$ cat config.mk
export PLATFORM = sky130hd
export DESIGN_NAME = rice_core_scoreboard_flat
export DESIGN_NICKNAME = d
export VERILOG_FILES = /design/src/rtl/rice_core_pkg.sv /design/src/rtl/rice_core_scoreboard_if.sv /design/src/rtl/rice_core_scoreboard_counter.sv /design/src/rtl/rice_core_scoreboard.sv /design/src/flat_wrapper.sv
export SDC_FILE = /design/constraint.sdc
export NUM_CORES = 1
export LEC_CHECK = 0
export CAP_MARGIN = 20
export CORE_AREA = 2 2 152 154
export CTS_BUF_LIST = sky130_fd_sc_hd__clkbuf_8
export DETAILED_ROUTE_END_ITERATION = 10
export DIE_AREA = 0 0 154 156
export PLACE_DENSITY = 0.6
export SLEW_MARGIN = 20
export SYNTH_ARGS = -nofsm -noshare
export SYNTH_HDL_FRONTEND = slang
export SYNTH_HIERARCHICAL = 1
export SYNTH_SLANG_ARGS = --single-unit
$ cat constraint.sdc
create_clock -name i_clk -period 4.35 [get_ports i_clk]
set_input_delay 0.435 -clock i_clk [delete_from_list [all_inputs] [get_ports i_clk]]
set_output_delay 0.435 -clock i_clk [all_outputs]
set_load 0.05 [all_outputs]
$ cat src/rtl/rice_core_pkg.sv
// Shared types for the rice_core decode-side blocks: register index widths,
// the decode request payload and the scoreboard drain FSM states.
package rice_core_pkg;

  localparam int unsigned RICE_CORE_RS_W  = 5;
  localparam int unsigned RICE_CORE_RD_W  = 5;
  localparam int unsigned RICE_CORE_NREGS = 32;

  typedef logic [RICE_CORE_RS_W-1:0] rice_core_rs_t;
  typedef logic [RICE_CORE_RD_W-1:0] rice_core_rd_t;

  // Register operands of one decoded instruction (index 0 = unused / no write).
  typedef struct packed {
    rice_core_rs_t rs1;
    rice_core_rs_t rs2;
    rice_core_rd_t rd;
  } rice_core_req_t;

  typedef enum logic [1:0] {
    IDLE  = 2'd0,
    DRAIN = 2'd1,
    ACK   = 2'd2
  } rice_core_scoreboard_state_t;

endpackage

$ cat src/rtl/rice_core_scoreboard_if.sv
// Decode/EX/WB hazard-tracking signals between the pipeline and the scoreboard.
// The master is the pipeline side; the slave is the scoreboard.
interface rice_core_scoreboard_if;
  import rice_core_pkg::*;

  logic           req_valid;
  rice_core_req_t req;
  logic           stall;
  logic           issue;
  logic           cancel_valid;
  rice_core_rd_t  cancel_rd;
  logic           retire_valid;
  rice_core_rd_t  retire_rd;

  modport master (
    output req_valid, req, cancel_valid, cancel_rd, retire_valid, retire_rd,
    input  stall, issue
  );

  modport slave (
    input  req_valid, req, cancel_valid, cancel_rd, retire_valid, retire_rd,
    output stall, issue
  );

endinterface

$ cat src/rtl/rice_core_scoreboard_counter.sv
// One per-register in-flight write counter. Increment and both decrements are
// folded into a single net delta per cycle; the result is clamped to the
// counter range and out-of-range attempts are flagged by assertions.
module rice_core_scoreboard_counter #(
  parameter int unsigned CNT_WIDTH = 2
) (
  input  logic                 i_clk,
  input  logic                 i_rst_n,
  input  logic                 i_inc,
  input  logic                 i_dec_cancel,
  input  logic                 i_dec_retire,
  output logic [CNT_WIDTH-1:0] o_cnt,
  output logic                 o_nz,
  output logic                 o_nz_next
);

  localparam int unsigned   SumW   = CNT_WIDTH + 2;
  localparam logic [CNT_WIDTH-1:0] CntMax = '1;

  logic [CNT_WIDTH-1:0] cnt_q;
  logic [CNT_WIDTH-1:0] cnt_d;
  logic signed [SumW-1:0] sum_c;
  logic                 underflow_c;
  logic                 overflow_c;

  // Net delta and clamp into the counter range.
  always_comb begin
    sum_c = $signed({2'b00, cnt_q})
          + $signed(SumW'(i_inc))
          - $signed(SumW'(i_dec_cancel))
          - $signed(SumW'(i_dec_retire));
    underflow_c = sum_c[SumW-1];
    overflow_c  = !underflow_c && (sum_c > $signed({2'b00, CntMax}));
    cnt_d       = sum_c[CNT_WIDTH-1:0];
    if (underflow_c) begin
      cnt_d = '0;
    end else if (overflow_c) begin
      cnt_d = CntMax;
    end
  end

  // Counter register.
  always_ff @(posedge i_clk or negedge i_rst_n) begin
    if (!i_rst_n) begin
      cnt_q <= '0;
    end else begin
      cnt_q <= cnt_d;
    end
  end

  assign o_cnt     = cnt_q;
  assign o_nz      = (cnt_q != '0);
  assign o_nz_next = (cnt_d != '0);

  // More retires/cancels than writes in flight means an upstream bookkeeping bug.
  a_no_underflow : assert property (@(posedge i_clk) disable iff (!i_rst_n) !underflow_c);
  // The saturation stall must keep issue from pushing past the maximum.
  a_no_overflow  : assert property (@(posedge i_clk) disable iff (!i_rst_n) !overflow_c);

endmodule

$ cat src/rtl/rice_core_scoreboard.sv
// Register-hazard scoreboard and issue controller beside the ID stage.
// Tracks in-flight writes per architectural register, stalls decode on
// RAW/WAW-saturation conflicts, and runs a drain handshake for fences.
// Optional: RICE_CORE_SCOREBOARD_BYPASS_EN lets a source whose last pending
// write retires this cycle issue in the same cycle (write-first register file).
module rice_core_scoreboard
  import rice_core_pkg::*;
#(
  parameter int unsigned XLEN      = 32,
  parameter int unsigned CNT_WIDTH = 2
) (
  input  logic                        i_clk,
  input  logic                        i_rst_n,
  input  logic                        i_enable,
  input  logic                        i_flush,
  rice_core_scoreboard_if.slave       sb,
  input  logic                        i_drain_req,
  output logic                        o_drain_ack,
  output logic [RICE_CORE_NREGS-1:0]  o_pending,
  output logic                        o_busy
);

  localparam logic [CNT_WIDTH-1:0] CntMax = '1;
  localparam logic [CNT_WIDTH-1:0] CntOne = CNT_WIDTH'(1);

  logic [CNT_WIDTH-1:0]       cnt [RICE_CORE_NREGS];
  logic [RICE_CORE_NREGS-1:0] nz;
  logic [RICE_CORE_NREGS-1:0] nz_next;

  rice_core_scoreboard_state_t state_q, state_d;
  logic                        ack_q, ack_d;

  logic rs1_haz_c, rs2_haz_c, rd_sat_c, hazard_c;
  logic byp1_c, byp2_c;
  logic stall_c, issue_c;

  // x0 is never tracked.
  assign cnt[0]     = '0;
  assign nz[0]      = 1'b0;
  assign nz_next[0] = 1'b0;

  // One counter per architectural register x1..x31.
  for (genvar n = 1; n < RICE_CORE_NREGS; n++) begin : g_cnt
    rice_core_scoreboard_counter #(
      .CNT_WIDTH (CNT_WIDTH)
    ) u_cnt (
      .i_clk        (i_clk),
      .i_rst_n      (i_rst_n),
      .i_inc        (issue_c && (sb.req.rd == RICE_CORE_RD_W'(n))),
      .i_dec_cancel (sb.cancel_valid && (sb.cancel_rd == RICE_CORE_RD_W'(n))),
      .i_dec_retire (sb.retire_valid && (sb.retire_rd == RICE_CORE_RD_W'(n))),
      .o_cnt        (cnt[n]),
      .o_nz         (nz[n]),
      .o_nz_next    (nz_next[n])
    );
  end

`ifdef RICE_CORE_SCOREBOARD_BYPASS_EN
  // A source whose only pending write lands this cycle reads the new value.
  assign byp1_c = sb.retire_valid && (sb.retire_rd == sb.req.rs1) && (cnt[sb.req.rs1] == CntOne);
  assign byp2_c = sb.retire_valid && (sb.retire_rd == sb.req.rs2) && (cnt[sb.req.rs2] == CntOne);
`else
  assign byp1_c = 1'b0;
  assign byp2_c = 1'b0;
`endif

  // Hazard detection, stall and issue decision.
  always_comb begin
    rs1_haz_c = (sb.req.rs1 != '0) && (cnt[sb.req.rs1] != '0) && !byp1_c;
    rs2_haz_c = (sb.req.rs2 != '0) && (cnt[sb.req.rs2] != '0) && !byp2_c;
    rd_sat_c  = (sb.req.rd  != '0) && (cnt[sb.req.rd] == CntMax);
    hazard_c  = rs1_haz_c || rs2_haz_c || rd_sat_c;
    stall_c   = sb.req_valid && (hazard_c || (state_q != IDLE) || !i_enable);
    issue_c   = sb.req_valid && !stall_c && !i_flush && i_enable;
  end

  assign sb.stall = stall_c;
  assign sb.issue = issue_c;

  // Drain FSM: next state and ack; exit uses post-update counter values.
  always_comb begin
    state_d = state_q;
    ack_d   = 1'b0;
    unique case (state_q)
      IDLE: begin
        if (i_drain_req) begin
          state_d = DRAIN;
        end
      end
      DRAIN: begin
        if (nz_next == '0) begin
          state_d = ACK;
          ack_d   = 1'b1;
        end
      end
      ACK: begin
        state_d = IDLE;
      end
      default: begin
        state_d = IDLE;
      end
    endcase
  end

  // FSM state and registered drain acknowledge.
  always_ff @(posedge i_clk or negedge i_rst_n) begin
    if (!i_rst_n) begin
      state_q <= IDLE;
      ack_q   <= 1'b0;
    end else begin
      state_q <= state_d;
      ack_q   <= ack_d;
    end
  end

  assign o_drain_ack = ack_q;
  assign o_pending   = nz;
  assign o_busy      = |nz;

  // The datapath width is carried only for type sharing; keep it sane.
  a_xlen_sane : assert property (@(posedge i_clk) disable iff (!i_rst_n) (XLEN >= 32));

endmodule
$ cat src/flat_wrapper.sv
// flat-port wrapper written by rule: the top's interface ports become plain ports
module rice_core_scoreboard_flat import rice_core_pkg::*;
#(
  parameter int unsigned XLEN      = 32,
  parameter int unsigned CNT_WIDTH = 2
)
  (i_clk, i_rst_n, i_enable, i_flush, i_drain_req, o_drain_ack, o_pending, o_busy, sb_req_valid, sb_req, sb_cancel_valid, sb_cancel_rd, sb_retire_valid, sb_retire_rd, sb_stall, sb_issue);
  rice_core_scoreboard_if sb_i ();
  input  logic i_clk;
  input  logic i_rst_n;
  input  logic i_enable;
  input  logic i_flush;
  input  logic i_drain_req;
  output logic o_drain_ack;
  output logic [RICE_CORE_NREGS-1:0] o_pending;
  output logic o_busy;
  input wire logic [$bits(sb_i.req_valid)-1:0] sb_req_valid;
  input wire logic [$bits(sb_i.req)-1:0] sb_req;
  input wire logic [$bits(sb_i.cancel_valid)-1:0] sb_cancel_valid;
  input wire logic [$bits(sb_i.cancel_rd)-1:0] sb_cancel_rd;
  input wire logic [$bits(sb_i.retire_valid)-1:0] sb_retire_valid;
  input wire logic [$bits(sb_i.retire_rd)-1:0] sb_retire_rd;
  output wire logic [$bits(sb_i.stall)-1:0] sb_stall;
  output wire logic [$bits(sb_i.issue)-1:0] sb_issue;
  assign sb_i.req_valid = sb_req_valid;
  assign sb_i.req = sb_req;
  assign sb_i.cancel_valid = sb_cancel_valid;
  assign sb_i.cancel_rd = sb_cancel_rd;
  assign sb_i.retire_valid = sb_retire_valid;
  assign sb_i.retire_rd = sb_retire_rd;
  assign sb_stall = sb_i.stall;
  assign sb_issue = sb_i.issue;
  rice_core_scoreboard #(.XLEN(XLEN), .CNT_WIDTH(CNT_WIDTH)) u_core (.i_clk(i_clk), .i_rst_n(i_rst_n), .i_enable(i_enable), .i_flush(i_flush), .sb(sb_i), .i_drain_req(i_drain_req), .o_drain_ack(o_drain_ack), .o_pending(o_pending), .o_busy(o_busy));
endmodule
Word-level counts from Yosys, hierarchy flattened
Index checks and enable logic that the tools add are counted.
{"block": "word_totals", "regBits": 65, "inputBits": 33, "out_inout_bits": 36, "word_cells": 577}
{"block": "op_classes", "n_addsub": 93, "order_cmp": 34, "eq_ne": 97, "mux": 76, "bitwise_logic": 3, "n_reduce_logical": 241}
{"operator": "$sub A4 B2 Y4", "n": 62}
{"operator": "$eq A5 B5 Y1 const B", "n": 48}
{"operator": "$mux W2", "n": 70}
{"operator": "$logic_and A1 B1 Y1", "n": 131}
{"operator": "$reduce_bool A2 Y1", "n": 65}
{"operator": "$gt A4 B3 Y1 const B", "n": 31}
{"operator": "$eq A5 B4 Y1 const B", "n": 24}
{"operator": "$add A2 B1 Y3", "n": 31}
{"operator": "$eq A5 B3 Y1 const B", "n": 12}
{"operator": "$logic_not A1 Y1", "n": 34}
{"operator": "$logic_not A32 Y1", "n": 1}
{"operator": "$reduce_or A31 Y1", "n": 1}
{"operator": "$bmux W2 S5", "n": 3}
{"operator": "$eq A5 B2 Y1 const B", "n": 6}
{"operator": "$ge A6 B6 Y1 const B", "n": 3}
{"operator": "$not A5 Y6", "n": 3}
{"operator": "$eq A5 B1 Y1 const B", "n": 3}
{"operator": "$reduce_bool A5 Y1", "n": 3}
{"operator": "$logic_or A1 B1 Y1", "n": 4}
{"operator": "$pmux W2 S2", "n": 1}
{"operator": "$eq A2 B1 Y1 const B", "n": 1}
{"operator": "$eq A2 B2 Y1 const B", "n": 1}
{"operator": "$logic_not A2 Y1", "n": 1}
{"operator": "$mux W1", "n": 2}
{"operator": "3 further kinds", "n": 3}

Longest topological paths before layout
{"block": "depth", "ltp_word": 27, "mapped_depth": 20, "ltp_nobuf": 17}

Modules after synthesis
Netlist, hierarchy kept.
{"mod": "rice_core_scoreboard_counter", "instances": 31, "cells_each": 19, "area_each_um2": 190.2, "seq_area_each_um2": 50.0}
{"mod": "rice_core_scoreboard", "instances": 1, "cells_each": 360, "area_each_um2": 2494.9, "seq_area_each_um2": 75.1}

Worst setup path after synthesis
No wires, ideal clock.
{"block": "synth_path", "path_kind": "input to register", "startpoint": "in sb_req[0]", "endpoint": "reg u_core.ack_q, in the netlist u_core/o_drain_ack", "setup_time_ns": 0.105, "arrival_ns": 4.003, "required_time_ns": 4.245, "setup_slack_ns": 0.242, "cell_stages": 15, "n_path_buf": 2, "cell_sequence": "buf_6 -> mux4_1 -> mux2_2 -> o211ai_2 -> nand3_4 -> buf_6 -> nor3_2 -> fa_1 -> ha_1 -> fa_1 -> nor3b_1 -> a21oi_1 -> nor4_1 -> nand4_1 -> nor4b_1"}
{"block": "synth_via", "elab_chain_len": 26, "word_cells_on_any_way": 359, "classes_between": "93 x add/sub; 31 x order compare; 32 x eq/ne; 67 x mux; 1 x bitwise; 135 x reduce/logical"}
{"element": "from (decl)", "line_no": "flat_wrapper.sv:18", "rtl": "input wire logic [$bits(sb_i.req)-1:0] sb_req;"}
{"element": "$not A5 Y6 (not written as such)", "line_no": "rice_core_scoreboard.sv:71", "rtl": "rd_sat_c = (sb.req.rd != '0) && (cnt[sb.req.rd] == CntMax);"}
{"element": "$bmux W2 S5", "line_no": "rice_core_scoreboard.sv:71"}
{"element": "$mux W2 (not written as such) (2 in a row)", "line_no": "rice_core_scoreboard.sv:71"}
{"element": "$eq A2 B2 Y1", "line_no": "rice_core_scoreboard.sv:71"}
{"element": "$logic_and A1 B1 Y1", "line_no": "rice_core_scoreboard.sv:71"}
{"element": "$logic_or A1 B1 Y1", "line_no": "rice_core_scoreboard.sv:72", "rtl": "hazard_c = rs1_haz_c || rs2_haz_c || rd_sat_c;"}
{"element": "$logic_or A1 B1 Y1 (2 in a row)", "line_no": "rice_core_scoreboard.sv:73", "rtl": "stall_c = sb.req_valid && (hazard_c || (state_q != IDLE) || !i_enable);"}
{"element": "$logic_and A1 B1 Y1", "line_no": "rice_core_scoreboard.sv:73"}
{"element": "[11 not listed]"}
{"element": "$mux W2 *", "line_no": "rice_core_scoreboard_counter.sv:35", "rtl": "if (underflow_c) begin"}
{"element": "net u_core.g_cnt[6].u_cnt.cnt_d[1]", "line_no": "rice_core_scoreboard_counter.sv:21", "rtl": "logic [CNT_WIDTH-1:0] cnt_d;"}
{"element": "$reduce_bool A2 Y1 *", "line_no": "rice_core_scoreboard_counter.sv:53", "rtl": "assign o_nz_next = (cnt_d != '0);"}
{"element": "net u_core.nz_next[6]", "line_no": "rice_core_scoreboard.sv:28", "rtl": "logic [RICE_CORE_NREGS-1:0] nz_next;"}
{"element": "$logic_not A32 Y1 *", "line_no": "rice_core_scoreboard.sv:91", "rtl": "if (nz_next == '0) begin"}
{"element": "$mux W1 *", "line_no": "rice_core_scoreboard.sv:91"}
{"element": "$mux W1 *", "line_no": "rice_core_scoreboard.sv:84", "rtl": "unique case (state_q)"}
{"element": "net u_core.ack_d", "line_no": "rice_core_scoreboard.sv:31", "rtl": "logic ack_q, ack_d;"}
{"element": "to (signal assigned)", "line_no": "rice_core_scoreboard.sv:112", "rtl": "ack_q <= ack_d;"}
{"element": "to (decl)", "line_no": "rice_core_scoreboard.sv:31"}
Mark *: on every way through the listed nets, which the timed path passes. The rest lies on a longest branch. The select of a mux whose other input is x is not followed.
A chain may end at the register's enable or synchronous reset.

Worst setup path in the final report
{"block": "layout_path", "startpoint": "reg u_core.g_cnt[19].u_cnt.cnt_q[0]", "endpoint": "reg u_core.state_q[1]"}
{"block": "layout_via", "elab_chain_len": 26, "word_cells_on_any_way": 337, "classes_between": "93 x add/sub; 31 x order compare; 2 x eq/ne; 71 x mux; 140 x reduce/logical"}
{"element": "from (decl)", "line_no": "rice_core_scoreboard_counter.sv:20", "rtl": "logic [CNT_WIDTH-1:0] cnt_q;"}
{"element": "from (signal assigned)", "line_no": "rice_core_scoreboard_counter.sv:47", "rtl": "cnt_q <= cnt_d;"}
{"element": "$bmux W2 S5, on equally long branches", "line_no": "rice_core_scoreboard.sv:69, rice_core_scoreboard.sv:70"}
{"element": "$mux W2, on equally long branches (2 in a row)", "line_no": "rice_core_scoreboard.sv:69, rice_core_scoreboard.sv:70"}
{"element": "$reduce_bool A2 Y1, on equally long branches", "line_no": "rice_core_scoreboard.sv:69, rice_core_scoreboard.sv:70"}
{"element": "$logic_and A1 B1 Y1, on equally long branches", "line_no": "rice_core_scoreboard.sv:69, rice_core_scoreboard.sv:70"}
{"element": "$logic_or A1 B1 Y1", "line_no": "rice_core_scoreboard.sv:72"}
{"element": "$logic_or A1 B1 Y1 *", "line_no": "rice_core_scoreboard.sv:72"}
{"element": "$logic_or A1 B1 Y1 * (2 in a row)", "line_no": "rice_core_scoreboard.sv:73"}
{"element": "$logic_and A1 B1 Y1 *", "line_no": "rice_core_scoreboard.sv:73"}
{"element": "[10 not listed]"}
{"element": "$mux W2", "line_no": "rice_core_scoreboard_counter.sv:37", "rtl": "end else if (overflow_c) begin"}
{"element": "$mux W2 *", "line_no": "rice_core_scoreboard_counter.sv:35"}
{"element": "net u_core.g_cnt[10].u_cnt.cnt_d[1]", "line_no": "rice_core_scoreboard_counter.sv:21"}
{"element": "$reduce_bool A2 Y1 *", "line_no": "rice_core_scoreboard_counter.sv:53"}
{"element": "net u_core.nz_next[10]", "line_no": "rice_core_scoreboard.sv:28"}
{"element": "$logic_not A32 Y1 *", "line_no": "rice_core_scoreboard.sv:91"}
{"element": "$ne A2 B1 Y1 (no line) *"}
{"element": "$reduce_and A2 Y1 (no line) *"}
{"element": "to (signal assigned)", "line_no": "rice_core_scoreboard.sv:111", "rtl": "state_q <= state_d;"}
{"element": "to (decl)", "line_no": "rice_core_scoreboard.sv:30", "rtl": "rice_core_scoreboard_state_t state_q, state_d;"}
Marks and branches as above.

==> results.md <==
Run status:
- The flow ran to the end, but the final reports show violations.
- The final reports fail on setup timing.

Power:
- The power consumption is between 0.006 and 0.007 W.
- The maximum vdd ir drop is about 0.00035 V.
- In this run the power density over the cells is between 500 and 600 nW/um^2.
- The leakage power is 5.948 nW.

Clocking:
- After clock tree synthesis, the clock-pin slew on the worst setup and hold paths is roughly 80 ps.
- The worst-case clock buffer depth is 2.
- CTS built an H-tree with a depth of 3.
- The total clock sinks is between 60 and 70.
- The library cell used as clock root buffer is sky130_fd_sc_hd__clkbuf_8.
- Clock latency on the worst-skew pair, taken at its later pin, is 370 ps.
- Counting the buffers created by CTS gives 9.
- The number of hold buffers added after CTS is 0.
- The clock tree from TritonCTS is yes.

Setup path:
- STA classifies the critical path endpoint as a register.
- The top fanout value on the critical path is 5.
- The path depth of the worst reg2reg path is 17.
- The type of origin of the critical path is a register.
- The startpoint identified for the worst register-to-register timing path is u_core/g_cnt[19].u_cnt/o_cnt[0]$_DFF_PN0_.
- The endpoint identified for the worst register-to-register timing path is u_core/state_q[1]$_DFFE_PN0P_.
- The data arrival time of the critical path is approximately 4700 ps.
- The classification of the worst setup path is reg -> reg.
- The slack of the worst reg-to-reg path is -90 ps.
- STA puts the critical path data required time at 4630 ps.

Synthesis:
- The simple-gate area share of the yosys netlist is 25.54%.
- In the post-synthesis netlist, the cell with the most instances is sky130_fd_sc_hd__inv_1.
- The number of library cell types mapped by synthesis is a little under 60.
- The summed instance area of the synthesized netlist is 8391 sq um.
- The fraction of post-synthesis cell area in the top cell type by area is around 19%.
- Summing the areas of all fa, ha and maj instances in the mapped netlist gives 32.82% of the synthesized area.
- Of all cell types, the one taking the most synthesized area is sky130_fd_sc_hd__dfrtp_1.
- The compound-gate portion of the synthesized area is 5.443%.
- The synthesized netlist net count is 1137.
- The primary flip-flop cell chosen by synthesis mapping is sky130_fd_sc_hd__dfrtp_1.
- The cell count after synthesis came out at 949.
- In this run, synthesis produced a sequential element count of 65.
- After synthesis, the cell types taking the most area are sky130_fd_sc_hd__dfrtp_1 19%, sky130_fd_sc_hd__fa_1 15%, sky130_fd_sc_hd__ha_1 14%, sky130_fd_sc_hd__inv_1 8.5%, sky130_fd_sc_hd__nor2_1 5.5%.
- Yosys mapped a number of flops with a built-in enable equal to 0.
- After synthesis, the largest family of logic cells by area is adder cells.
- After synthesis, the share of flip-flops with an asynchronous set or reset is 100.0%.
- After synthesis, the most frequently instantiated cells are 190 x sky130_fd_sc_hd__inv_1, 123 x sky130_fd_sc_hd__nor2_1, 93 x sky130_fd_sc_hd__ha_1.
- For this run, the number of Yosys warnings is 6.
- The synthesized netlist devotes 0% of its cell area to XOR and XNOR gates.
- The proportion of synthesized area in mux cells is roughly 6.4%.
- The sequential share of the synthesized area is between 15 and 20%.
- In this run the mean area of a mapped cell was between 8 and 9 sq um.

Timing:
- The final clock period utilization by the worst path is 102.2%.
- The worst clock skew is roughly 16 ps.
- Setup repair after global routing could not meet its margin everywhere.
- Based on the critical path, the design can be clocked at up to between 200 and 250 MHz.
- The worst path in the final design needs a cycle of about 4400 ps, including I/O delays and setup.
- Setup violations remaining at the end of the flow were counted as 3.
- After layout, the worst setup slack is -94.50 ps.
- The worst relative slew slack is around 48%.
- The final max-slew violation count was 0.
- The setup TNS is -232.3 ps.
- For the pin with the worst max-slew slack, the measured transition is just under 800 ps.
- The number of hold-slack violations in the final timing report is 0.

Detailed routing:
- The number of nets still failing antenna checks after routing is 0.
- The detailed-routed wire length on met2 is 13.06 mm.
- After detailed routing, the average wire length per cell comes to 17.95 microns.
- The detailed-route vias per instance is a little over 5.
- The routed wire length is ~28 mm.
- The routed length on met3 is 2.235 mm.
- The met1 wire length is between 10 and 15 mm.
- The routed via count is just under 8000.
- The number of iterations in the first detailed-routing pass is 5.
- After detailed routing, no signal wire sits above met4.
- After detailed routing, the number of remaining DRC violations is 0.
- The count of routing violations after the opening detailed-route iteration is just over 600.

Die:
- For this configuration, the core starts out at a cell density of 37.52%.
- The height of the die is between 150 and 200 microns.
- The width of the die is 154 microns.
- The area of the die is 24020 sq um.
- The core outline area is between 20000 and 25000 sq um.
- The count of boundary I/O pins is 69.
- After floorplanning, the core was divided into 55 placement rows.

Run:
- The total of max-cap violations is 0.

Hold path:
- The worst hold-check path type is in -> async.

GRT:
- The first global-routing pass estimated ~44 mm of wire.
- The via count of the first global-routing pass was slightly above 8000.
- The number of antenna violations at the first check in global routing was 1.
- The total grt overflow is 0.
- The pin count of the biggest net entering global routing is 36.
- Global routing used 23.73% of the available tracks across all layers.

Finish:
- The layout has between 1500 and 2000 filler cells.
- The combined area of the multi-input logic cells is 6491 sq um.
- The fraction of layout instances using a drive strength above 1 is between 30% and 40%.
- Relative to the synthesized area, the layout overhead comes to 45.57%.
- The net count of the finished layout is around 1500.
- The sequential cell area is 1632 sq um.

Placement:
- The number of buffers inserted by port buffering is 67.
- The final weighted congestion in routability-driven placement is between 0.9 and 1.
- The placed wire-length estimate after detailed placement is approximately 22 mm.
==> repair_timing <==
action,in CTS,in global routing
setup endpoints to repair,3,3
gates cloned,5,1
pin swaps,29,39
gates resized for setup,110,62
buffers inserted,14,5
==> worst max-delay path: stages (launching register included) <==
cell and delay [ps]:
sky130_fd_sc_hd__dfrtp_1 420, sky130_fd_sc_hd__mux4_2 500, sky130_fd_sc_hd__a22oi_2 260, sky130_fd_sc_hd__o41ai_4 140, sky130_fd_sc_hd__o211ai_4 150, sky130_fd_sc_hd__nand3_4 190
sky130_fd_sc_hd__buf_12 190, sky130_fd_sc_hd__nor3_4 120, sky130_fd_sc_hd__fa_1 480, sky130_fd_sc_hd__ha_2 230, sky130_fd_sc_hd__fa_2 410, sky130_fd_sc_hd__nor3b_2 180
sky130_fd_sc_hd__a21oi_1 50, sky130_fd_sc_hd__nor4_1 290, sky130_fd_sc_hd__buf_4 190, sky130_fd_sc_hd__nand4_1 140, sky130_fd_sc_hd__buf_4 190, sky130_fd_sc_hd__nor4b_2 200
==> layout make-up <==
type,count,share of cell area (%)
Antenna cell,1,0.02049
Clock buffer,10,1.127
Clock inverter,3,0.1024
Inverter,192,5.921
Multi-Input combinational cell,671,53.14
Sequential cell,65,13.36
Tap cell,285,2.919
Timing Repair Buffer,326,23.41
==> worst max-delay path by stage <==
stage	startpoint	cells past startpoint	end	slack, ps
floorplan	sb_req[0]	15	u_core/o_drain_ack$_DFF_PN0_	240
detailed placement	sb_req[1]	17	u_core/o_drain_ack$_DFF_PN0_	-1040
global route	u_core/g_cnt[9].u_cnt/o_cnt[0]$_DFF_PN0_	19	u_core/state_q[1]$_DFFE_PN0P_	-280
finish	u_core/g_cnt[19].u_cnt/o_cnt[0]$_DFF_PN0_	17	u_core/state_q[1]$_DFFE_PN0P_	-90
CTS	u_core/g_cnt[24].u_cnt/o_cnt[1]$_DFF_PN0_	18	u_core/state_q[1]$_DFFE_PN0P_	-50
global placement	sb_req[1]	17	u_core/o_drain_ack$_DFF_PN0_	-910
==> where the power goes <==
group / switching (W) / internal [W]
registers: 0.000332 / 0.000871
clock network: 0.000260 / 0.000208
logic: 0.00243 / 0.00207
total: 0.00302 / 0.00315
==> cells in the final DEF, fill, tap and decap left out, drive strengths merged, types with 6 or more instances in the layout <==
cell	synthesis	routed
nand3	9	10
a21oi	32	32
mux4	19	19
clkbuf	6	13
or2	34	34
clkdlybuf4s50	0	54
fa	62	62
maj3	31	31
ha	93	93
dfrtp	65	65
inv	192	194
nand2b	47	47
buf	16	260
nor3b	32	32
nor2b	7	7
nor2	123	123
nand4	7	7
o21ai	6	6
nor3	51	51
nand2	48	48
nor4	16	16
==> registers in the layout (all words and copies together), names as in the netlist <==
name	flops
u_core/g_cnt.u_cnt/o_cnt	62
u_core/o_drain_ack	1
u_core/state_q	2
==> stage by stage <==
| step | area (sq um) | util [%] | hold WS (ps) | setup WS (ps) | cells |
|---|---|---|---|---|---|
| after global routing | 12210 | 54.60 | 212.5 | -277.2 | 1552 |
| after detailed placement | 11100 | 49.61 | 481.8 | -1036 | 1514 |
| final | 12210 | 54.61 | 141.1 | -94.50 | 1553 |
| after global placement | 11100 | 49.61 | 475.9 | -909.0 | 1514 |
| after CTS | 11920 | 53.30 | 172.0 | -51.17 | 1546 |
| after floorplan | 8391 | - | 139.4 | 241.6 | 949 |
==> logic make-up after synthesis <==
logic type               after synthesis
buffers and inverters                214
AND/OR/NAND/NOR                      386
AO/OA/AOI/OAI                         69
flip-flops                            65
adder cells (fa/ha/maj)              186
other                                  1
multiplexers                          28
==> routing by layer <==
layer / global-route usage, % / vias up
li1: - / 3692
met1: 30.80 / 3855
met2: 39.33 / 340
met3: 5.417 / 49
met4: 7.744 / 0
met5: 0 / -
Power figures use the tool's default switching activity.
